### config.mk
export PLATFORM = sky130hd
export DESIGN_NAME = dp_sequencer
export DESIGN_NICKNAME = d
export VERILOG_FILES = /design/src/rtl/dp_sequencer.sv
export SDC_FILE = /design/constraint.sdc
export NUM_CORES = 1
export LEC_CHECK = 0
export BUFFER_PORTS_ARGS = -buffer_cell sky130_fd_sc_hd__buf_2
export CORE_AREA = 10 10 71 73
export CTS_CLUSTER_SIZE = 8
export DETAILED_ROUTE_END_ITERATION = 8
export DIE_AREA = 0 0 81 83
export SYNTH_ARGS = -nofsm -noshare
export SYNTH_HDL_FRONTEND = slang
export SYNTH_SLANG_ARGS = --single-unit
### constraint.sdc
create_clock -name clk -period 3.6 [get_ports clk]
set_input_delay 0.72 -clock clk [delete_from_list [all_inputs] [get_ports clk]]
set_output_delay 0.72 -clock clk [all_outputs]
set_load 0.02 [all_outputs]
### src/rtl/dp_sequencer.sv
// Control unit for the 4-bit accumulator datapath: fetches 8-bit instructions from a
// synchronous ROM, decodes them and drives the datapath control interface.
module dp_sequencer #(
  parameter int ADDR_W = 4,
  parameter int CNT_W  = 8
) (
  input  logic              clk,
  input  logic              rst_n,
  input  logic              start,
  output logic [ADDR_W-1:0] instr_addr,
  input  logic [7:0]        instr_data,
  output logic [3:0]        mux_in_data,
  output logic [3:0]        alu_in_data,
  output logic              mux_sel_data,
  output logic              load,
  output logic [1:0]        alu_sel_data,
  input  logic              carry_in,
  input  logic [3:0]        reg_in,
  output logic              busy,
  output logic              halted,
  output logic              illegal,
  output logic              carry_flag,
  output logic [CNT_W-1:0]  retired
);

  typedef enum logic [2:0] {
    S_IDLE,
    S_FETCH,
    S_DECODE,
    S_EXEC,
    S_HALTED
  } state_t;

  typedef enum logic [3:0] {
    OP_NOP  = 4'h0,
    OP_LDI  = 4'h1,
    OP_ADD  = 4'h2,
    OP_SUB  = 4'h3,
    OP_AND  = 4'h4,
    OP_OR   = 4'h5,
    OP_JMP  = 4'h6,
    OP_JC   = 4'h7,
    OP_JZ   = 4'h8,
    OP_HALT = 4'hF
  } op_t;

  state_t             r_state;
  state_t             w_next_state;
  logic [ADDR_W-1:0]  r_pc;
  logic [ADDR_W-1:0]  w_pc_next;
  logic [ADDR_W-1:0]  w_jump_target;
  logic [7:0]         r_ir;
  logic               r_carry;
  logic               r_illegal;
  logic [CNT_W-1:0]   r_retired;
  op_t                w_op;
  logic [3:0]         w_imm;
  logic               w_start_ok;
  logic               w_cap_carry;
  logic               w_bad_op;
  logic               w_load;
  logic               w_mux_sel;
  logic [1:0]         w_alu_sel;
  logic [3:0]         w_mux_in;
  logic [3:0]         w_alu_in;

  assign w_op          = op_t'(r_ir[7:4]);
  assign w_imm         = r_ir[3:0];
  assign w_jump_target = ADDR_W'(w_imm);
  assign w_start_ok    = start && ((r_state == S_IDLE) || (r_state == S_HALTED));

  always_comb begin
    // NOTE: every signal driven here gets a default first, so no path through the
    // case statements can leave one unassigned and infer a latch.
    w_next_state = r_state;
    w_pc_next    = r_pc + ADDR_W'(1);
    w_load       = 1'b0;
    w_mux_sel    = 1'b0;
    w_alu_sel    = 2'b00;
    w_mux_in     = 4'h0;
    w_alu_in     = 4'h0;
    w_cap_carry  = 1'b0;
    w_bad_op     = 1'b0;
    case (r_state)
      S_IDLE, S_HALTED: if (start) w_next_state = S_FETCH;
      S_FETCH:          w_next_state = S_DECODE;
      S_DECODE:         w_next_state = S_EXEC;
      S_EXEC: begin
        w_next_state = S_FETCH;
        case (w_op)
          OP_NOP: ;
          OP_LDI: begin
            w_load   = 1'b1;
            w_mux_in = w_imm;
          end
          OP_ADD, OP_SUB, OP_AND, OP_OR: begin
            w_load      = 1'b1;
            w_mux_sel   = 1'b1;
            w_alu_in    = w_imm;
            w_cap_carry = (w_op == OP_ADD) || (w_op == OP_SUB);
            case (w_op)
              OP_SUB:  w_alu_sel = 2'b01;
              OP_AND:  w_alu_sel = 2'b10;
              OP_OR:   w_alu_sel = 2'b11;
              default: w_alu_sel = 2'b00;
            endcase
          end
          OP_JMP: w_pc_next = w_jump_target;
          OP_JC:  if (r_carry) w_pc_next = w_jump_target;
          // reg_in already holds the previous instruction's result at this point
          OP_JZ:  if (reg_in == 4'h0) w_pc_next = w_jump_target;
          OP_HALT: begin
            w_next_state = S_HALTED;
            w_pc_next    = r_pc;
          end
          default: w_bad_op = 1'b1;
        endcase
      end
      default: w_next_state = S_IDLE;
    endcase
  end

  // NOTE: sequential state uses non-blocking assignments so every register samples
  // the pre-edge values of the others, independent of statement order.
  always_ff @(posedge clk or negedge rst_n) begin
    if (!rst_n) begin
      r_state   <= S_IDLE;
      r_pc      <= '0;
      r_ir      <= 8'h00;
      r_carry   <= 1'b0;
      r_illegal <= 1'b0;
      r_retired <= '0;
    end else begin
      r_state <= w_next_state;
      if (r_state == S_DECODE) r_ir <= instr_data;
      if (w_start_ok) begin
        r_pc      <= '0;
        r_carry   <= 1'b0;
        r_illegal <= 1'b0;
        r_retired <= '0;
      end else if (r_state == S_EXEC) begin
        r_pc <= w_pc_next;
        if (w_cap_carry) r_carry <= carry_in;
        if (w_bad_op) r_illegal <= 1'b1;
        if (r_retired != '1) r_retired <= r_retired + CNT_W'(1);
      end
    end
  end

  assign instr_addr   = r_pc;
  assign load         = w_load;
  assign mux_sel_data = w_mux_sel;
  assign alu_sel_data = w_alu_sel;
  assign mux_in_data  = w_mux_in;
  assign alu_in_data  = w_alu_in;
  assign busy         = (r_state == S_FETCH) || (r_state == S_DECODE) || (r_state == S_EXEC);
  assign halted       = (r_state == S_HALTED);
  assign illegal      = r_illegal;
  assign carry_flag   = r_carry;
  assign retired      = r_retired;

endmodule

==> results.toml, run 1 <==
[global_route]
grt_start_max_net_pins = 26
globalRouteOverflowTotal = 0
first_global_vias = 1212
grt_first_pass_wirelength_um = 5623
global_route.usage.total = 0.1013
grt_antenna_before_repair = 0

[die]
design.core.area_um2 = 3633
fp.dieW_um = 81
number_of_top_level_design_ports = 44
start_util = 0.3774
die-area_um2 = 6723
num_rows = 22
die_h_um = 83

[timing]
top_achievable_clock_speed_ghz = 0.3668
setup_repair_after_global_routing_missed_its_margin = "no"
worst_slew_margin_rel = 0.5655
final_min_period_over_clock_period = 0.7573
finalHoldViolCount = 0
min_period_ns = 2.726
slew_viol_final = 0
setup_tns_ns = 0
fin_skew_ns = 0.002716
worstMarginPinSlew_ns = 0.6489
finalSetupViolations = 0

[finish]
number_of_nets_at_the_end_of_the_flow = 195
drive_gt1_frac = 0.3182
layout.cells.most_common = "sky130_fd_sc_hd__buf_2"
ff_latch_area_um2 = 625.6
area_of_the_multi_input_gates_um2 = 676.9
layout_overhead_on_the_synthesized_area_pct = 20.26
layout.cells.non_filler = 224
final.fill_count = 370
antennaDiodeCount = 0
mostFrequentLayoutCells = "sky130_fd_sc_hd__buf_2, sky130_fd_sc_hd__dfrtp_1, sky130_fd_sc_hd__nor2_1"

[power_and_ir_drop]
cellPowerDensity_nw_per_um2 = 798.0
leakage_nw = 0.8160
largest_vdd_supply_drop_mv = 0.3162

[worst_setup_path]
critical_path_class = "reg2out"
reg2reg_to = "instr_addr[0]"
worst_path_dominant_cell_family = "simple AND/OR/NAND/NOR gates"
r2r.worst_path.cells = 4
cp-start-kind = "flip-flop"
critPathCaptureType = "output pin"
critical_path_at_ns = 2.01
timing.reg2reg.setup_slack_ns = 1.66
r2r-start = "r_ir[5]"
critical-path-slowest-cell = "sky130_fd_sc_hd__nor4_1"
critPathMaxFanout = 8
critical_path.n_buffers_inverters = 1
worst_path_largest_cell_delay_ns = 0.58
required_ns = 2.88
sequence_of_cells_on_the_critical_path = "nand3b_1, nor4_1, and2_1, buf_2"

[flow_run]
maxCapViolCount = 0

[route]
drt.antenna.violating_nets = 0
routed_wirelength_um = 3397
detail_route.iter0.violations = 80
detail_route.first_pass.iterations = 4
routed_via_density = 5.080
avgRoutedWirePerCell_um = 15.17
vias = 1138
route.detailed.drc = 0

[synth]
synthesis.instances = 135
synth.area.top_cells = "sky130_fd_sc_hd__dfrtp_1, sky130_fd_sc_hd__mux2_2, sky130_fd_sc_hd__mux2i_1"
synth.yosys.warnings = 0
synth-seq-cells = 25
postSynth.topFlopCell = "sky130_fd_sc_hd__dfrtp_1"
number_of_distinct_standard_cells_referenced_by_the_synthesized_netlist = 37
netlist.top_cell.by_area = "sky130_fd_sc_hd__dfrtp_1"
synth-seq-area-share = 0.4562
yosys.area.top_type_share = 0.4562
post_synth.cell_area_avg_um2 = 10.16
synth_enable_flop_cells = 0
synth_nets = 153
synth-async-reset-ratio = 1.000
synth.cell_area_um2 = 1371

[clock_tree]
postCtsHoldBufs = 0
clk_latency_ns = 0.27
cts_setup_buffers = 0
cts_tree = "yes"
max-clock-path-buffers = 2
clock-sinks = 25
htree_num_levels = 1
clock-root-buffer = "sky130_fd_sc_hd__clkbuf_8"
cts_made_buffers = 3
clk_transition_reported_paths_ns = 0.08
post_cts_resize_count = 0

[placed_design]
routabilityCongestion = 0.7694
placedCellCount = 220
buffer_ports.inserted = 43
place_hpwl_um = 2636

[run_status]
outcome = "complete, no violations"

[hold_path]
min_path_type = "in2async"
[metal layers]
layer | share of wire | global-route usage
met3 | 0.072 | 0.03987
met4 | 0.0050 | 0.01878
met1 | 0.43 | 0.1175
met2 | 0.49 | 0.1707
met5 | 0 | 0
[report_power, final]
part / switching (mW) / internal (mW) / leakage (nW) / total (mW)
Sequential: 0.152 / 0.390 / 0.317 / 0.543
Combinational: 0.342 / 0.265 / 0.476 / 0.608
Clock: 0.0866 / 0.0792 / 0.0228 / 0.166
Total: 0.581 / 0.735 / 0.816 / 1.32
[metrics by stage]
stage          setup slack (ns)  hold WS, ns  instance area (µm²)  utilization  power (mW)
2_1_floorplan             1.082       0.4244                 1371            -       1.005
3_5_place_dp              1.166       0.5052                 1604       0.4415       1.167
3_3_place_gp              1.265       0.4957                 1604       0.4415       1.148
4_1_cts                  0.8676       0.4502                 1649       0.4539       1.338
6_report                 0.8737       0.4371                 1649       0.4539       1.316
5_1_grt                  0.7116       0.4697                 1649       0.4539       1.430
[cells in the mapped netlist, types with 3 or more instances]
cell	n
sky130_fd_sc_hd__and2_1	10
sky130_fd_sc_hd__buf_6	3
sky130_fd_sc_hd__clkbuf_1	3
sky130_fd_sc_hd__dfrtp_1	25
sky130_fd_sc_hd__inv_1	5
sky130_fd_sc_hd__mux2_2	8
sky130_fd_sc_hd__mux2i_1	7
sky130_fd_sc_hd__nand2_1	10
sky130_fd_sc_hd__nand3_1	6
sky130_fd_sc_hd__nand4_1	3
sky130_fd_sc_hd__nor2_1	13
sky130_fd_sc_hd__nor4b_1	4
sky130_fd_sc_hd__o211ai_1	3
sky130_fd_sc_hd__o22ai_1	3
sky130_fd_sc_hd__xnor2_1	3
[registers in the layout, indices dropped and copies added (netlist names)]
name / cells
instr_addr: 4
carry_flag: 1
r_ir: 8
r_state: 3
illegal: 1
retired: 8
[cell type report]
| type | count | area share |
|---|---|---|
| repair buffers | 44 | 0.1351 |
| clock buffers | 4 | 0.02731 |
| flip-flops and latches | 25 | 0.3794 |
| well taps | 48 | 0.03642 |
| multi-input cells | 98 | 0.4105 |
| inverters | 5 | 0.01138 |
[cell families (layout without fill, tap and decap cells)]
kind of cell,after synthesis,in the layout,synth area share
flops,25,25,0.4562
compound gates,17,17,0.08759
buf+inv,12,53,0.05018
mux,15,15,0.1168
xor+xnor,5,5,0.03194
simple gates,59,59,0.2391
fa+ha+maj,2,2,0.01825
[how the worst max path moves through the flow]
stage | start | endpoint | depth (start not counted)
finish | r_state[2] | mux_in_data[1] | 4
global route | r_state[2] | alu_in_data[1] | 4
CTS | r_state[2] | mux_in_data[2] | 4
detailed placement | r_state[2] | alu_in_data[3] | 4
global placement | r_state[2] | mux_in_data[1] | 4
floorplan | r_state[0] | alu_in_data[0] | 4
Power figures use the tool's default switching activity.
==> run 2, diff against run 1 <==
Settings changed: ABC_AREA from default to 1, CORE_AREA 10 10 71 73 to 10 10 74 76, DIE_AREA 0 0 81 83 to 0 0 84 86.
Clock period 3.6 ns to 2.5 ns, I/O delays scaled along.
==> results.toml, run 2 <==
[run_status]
outcome = "complete, no violations"

[timing]
worstMarginPinSlew_ns = 0.6433
setup_repair_after_global_routing_missed_its_margin = "no"
top_achievable_clock_speed_ghz = 0.4612
worst_slew_margin_rel = 0.5699
slew_viol_final = 0
finalHoldViolCount = 0
min_period_ns = 2.168
fin_skew_ns = 0.007867
finalSetupViolations = 0
post-route-worst-setup-slack_ns = 0.3318
final_min_period_over_clock_period = 0.8673
setup_tns_ns = 0

[route]
detail_route.first_pass.iterations = 4
vias = 1421
drt.antenna.violating_nets = 0
routed_via_density = 4.674
detail_route.iter0.violations = 69
routed_wirelength_um = 3769
route.detailed.drc = 0
avgRoutedWirePerCell_um = 12.40

[worst_setup_path]
r2r-start = "retired[0]"
critical-path-slowest-cell = "sky130_fd_sc_hd__dfrtp_1"
critical_path_at_ns = 1.67
timing.reg2reg.setup_slack_ns = 0.95
r2r.worst_path.cells = 6
crit_top_cell = "sky130_fd_sc_hd__nor2_4"
sequence_of_cells_on_the_critical_path = "nor3_4, inv_2, nor2_4, nor2_4, nor2_2, buf_2"
reg2reg_to = "retired[3]"
worst_path_largest_cell_delay_ns = 0.44
critPathCaptureType = "output pin"
required_ns = 2.00
cp-start-kind = "flip-flop"
critical_path_class = "reg2out"
critPathMaxFanout = 9

[global_route]
grt_antenna_before_repair = 0
globalRouteOverflowTotal = 0
global_route.usage.total = 0.1079
first_global_vias = 1381
grt_start_max_net_pins = 26
grt_first_pass_wirelength_um = 6637

[finish]
number_of_nets_at_the_end_of_the_flow = 273
final.fill_count = 438
mostFrequentLayoutCells = "sky130_fd_sc_hd__nand2_1, sky130_fd_sc_hd__buf_2, sky130_fd_sc_hd__nor2_1, sky130_fd_sc_hd__dfrtp_1, sky130_fd_sc_hd__inv_1"
layout.cells.most_common = "sky130_fd_sc_hd__nand2_1"
drive_gt1_frac = 0.2717
area_of_the_multi_input_gates_um2 = 780.7
antennaDiodeCount = 0
layout_overhead_on_the_synthesized_area_pct = 20.16
utilization = 0.4600
ff_latch_area_um2 = 625.6

[die]
fp.dieW_um = 84
number_of_top_level_design_ports = 44
start_util = 0.3828
die_h_um = 86
num_rows = 23
die-area_um2 = 7224
design.core.area_um2 = 3971

[hold_path]
min_path_type = "in2async"

[synth]
synth_nets = 227
yosys.area.top_type_share = 0.4115
yosys-top-cells-count = "sky130_fd_sc_hd__nand2_1, sky130_fd_sc_hd__dfrtp_1, sky130_fd_sc_hd__nor2_1"
synth.yosys.warnings = 0
synthesis.instances = 209
synth.cell_area_um2 = 1520
synth-async-reset-ratio = 1.000
synth_enable_flop_cells = 0
post_synth.cell_area_avg_um2 = 7.274
number_of_distinct_standard_cells_referenced_by_the_synthesized_netlist = 27
synth-seq-area-share = 0.4115
synth-seq-cells = 25
netlist.top_cell.by_area = "sky130_fd_sc_hd__dfrtp_1"
postSynth.topFlopCell = "sky130_fd_sc_hd__dfrtp_1"
synth_most_common_cell = "sky130_fd_sc_hd__nand2_1"
synth.area.top_cells = "sky130_fd_sc_hd__dfrtp_1, sky130_fd_sc_hd__nand2_1, sky130_fd_sc_hd__nor2_1"

[power_and_ir_drop]
leakage_nw = 1.011
largest_vdd_supply_drop_mv = 0.4428
cellPowerDensity_nw_per_um2 = 1077

[flow_run]
maxCapViolCount = 0

[clock_tree]
clock-root-buffer = "sky130_fd_sc_hd__clkbuf_8"
post_cts_resize_count = 0
postCtsHoldBufs = 0
clock-sinks = 25
max-clock-path-buffers = 2
htree_num_levels = 1
clk_latency_ns = 0.27
cts_made_buffers = 3
cts_tree = "yes"
clk_transition_reported_paths_ns = 0.09
cts_setup_buffers = 0

[placed_design]
routabilityCongestion = 0.7563
buffer_ports.inserted = 43
place_hpwl_um = 3006
place_worst_setup_slack_ns = 0.6384
run 2: cell types whose count changed in the layout (fill, tap and decap cells not counted), moves of 8 or more:
cell	change
sky130_fd_sc_hd__mux2_2	-8
sky130_fd_sc_hd__and2_1	-10
sky130_fd_sc_hd__inv_1	+18
sky130_fd_sc_hd__nor2_1	+12
sky130_fd_sc_hd__nand2_1	+49
sky130_fd_sc_hd__a21oi_1	+12
sky130_fd_sc_hd__nand3_1	+9
run 2: stage by stage:
| stage | area [µm²] | hold WS (ns) | power (mW) | instances |
|---|---|---|---|---|
| after global routing | 1827 | 0.2626 | 2.188 | 304 |
| after global placement | 1782 | 0.4841 | 1.742 | 300 |
| final | 1827 | 0.2136 | 1.967 | 304 |
| after CTS | 1827 | 0.2360 | 1.998 | 304 |
| after detailed placement | 1782 | 0.4826 | 1.748 | 300 |
| after floorplan | 1520 | 0.2044 | 1.482 | 209 |
run 2: logic make-up after synthesis:
logic type	synth area share
compound gates	0.09960
flops	0.4115
fa+ha+maj	0.01646
simple gates	0.3860
buf+inv	0.07489
xor+xnor	0.01152
run 2: worst max path at each step:
stage                     slack [ns]  cells after the start       start         endpoint
after global routing            0.21                      6  r_state[2]   alu_in_data[1]
after floorplan                 0.69                      3  r_state[2]   mux_in_data[0]
after CTS                       0.32                      6  r_state[2]   alu_in_data[1]
final                           0.33                      6  r_state[2]   alu_in_data[1]
after detailed placement        0.64                      6  r_state[2]   alu_in_data[1]
after global placement          0.68                      6  r_state[2]  alu_sel_data[0]
run 2: cell type report:
| cell class | count | area share |
|---|---|---|
| Clock buffer | 4 | 0.02466 |
| Inverter | 26 | 0.05342 |
| Multi-Input combinational cell | 156 | 0.4274 |
| Sequential cell | 25 | 0.3425 |
| Tap cell | 50 | 0.03425 |
| Timing Repair Buffer | 43 | 0.1178 |
run 2: metal layers:
| layer | GRT usage | up-vias | share of wire |
|---|---|---|---|
| met5 | 0 | - | 0 |
| met4 | 0.04110 | 0 | 0.014 |
| met3 | 0.01798 | 4 | 0.039 |
| met2 | 0.1749 | 25 | 0.47 |
| met1 | 0.1397 | 634 | 0.48 |
| li1 | - | 758 | - |
run 2: critical path, delay by kind of cell, from the launching register on:
family / cells / cell delay [ns]
flip-flops: 1 / 0.44
buffers and inverters: 2 / 0.34
AND/OR/NAND/NOR: 4 / 0.61
run 2: power by group:
group	internal [mW]	switching, mW	leakage, nW
clock network	0.114	0.126	0.0228
registers	0.554	0.148	0.313
logic	0.327	0.697	0.675
total	0.995	0.972	1.01
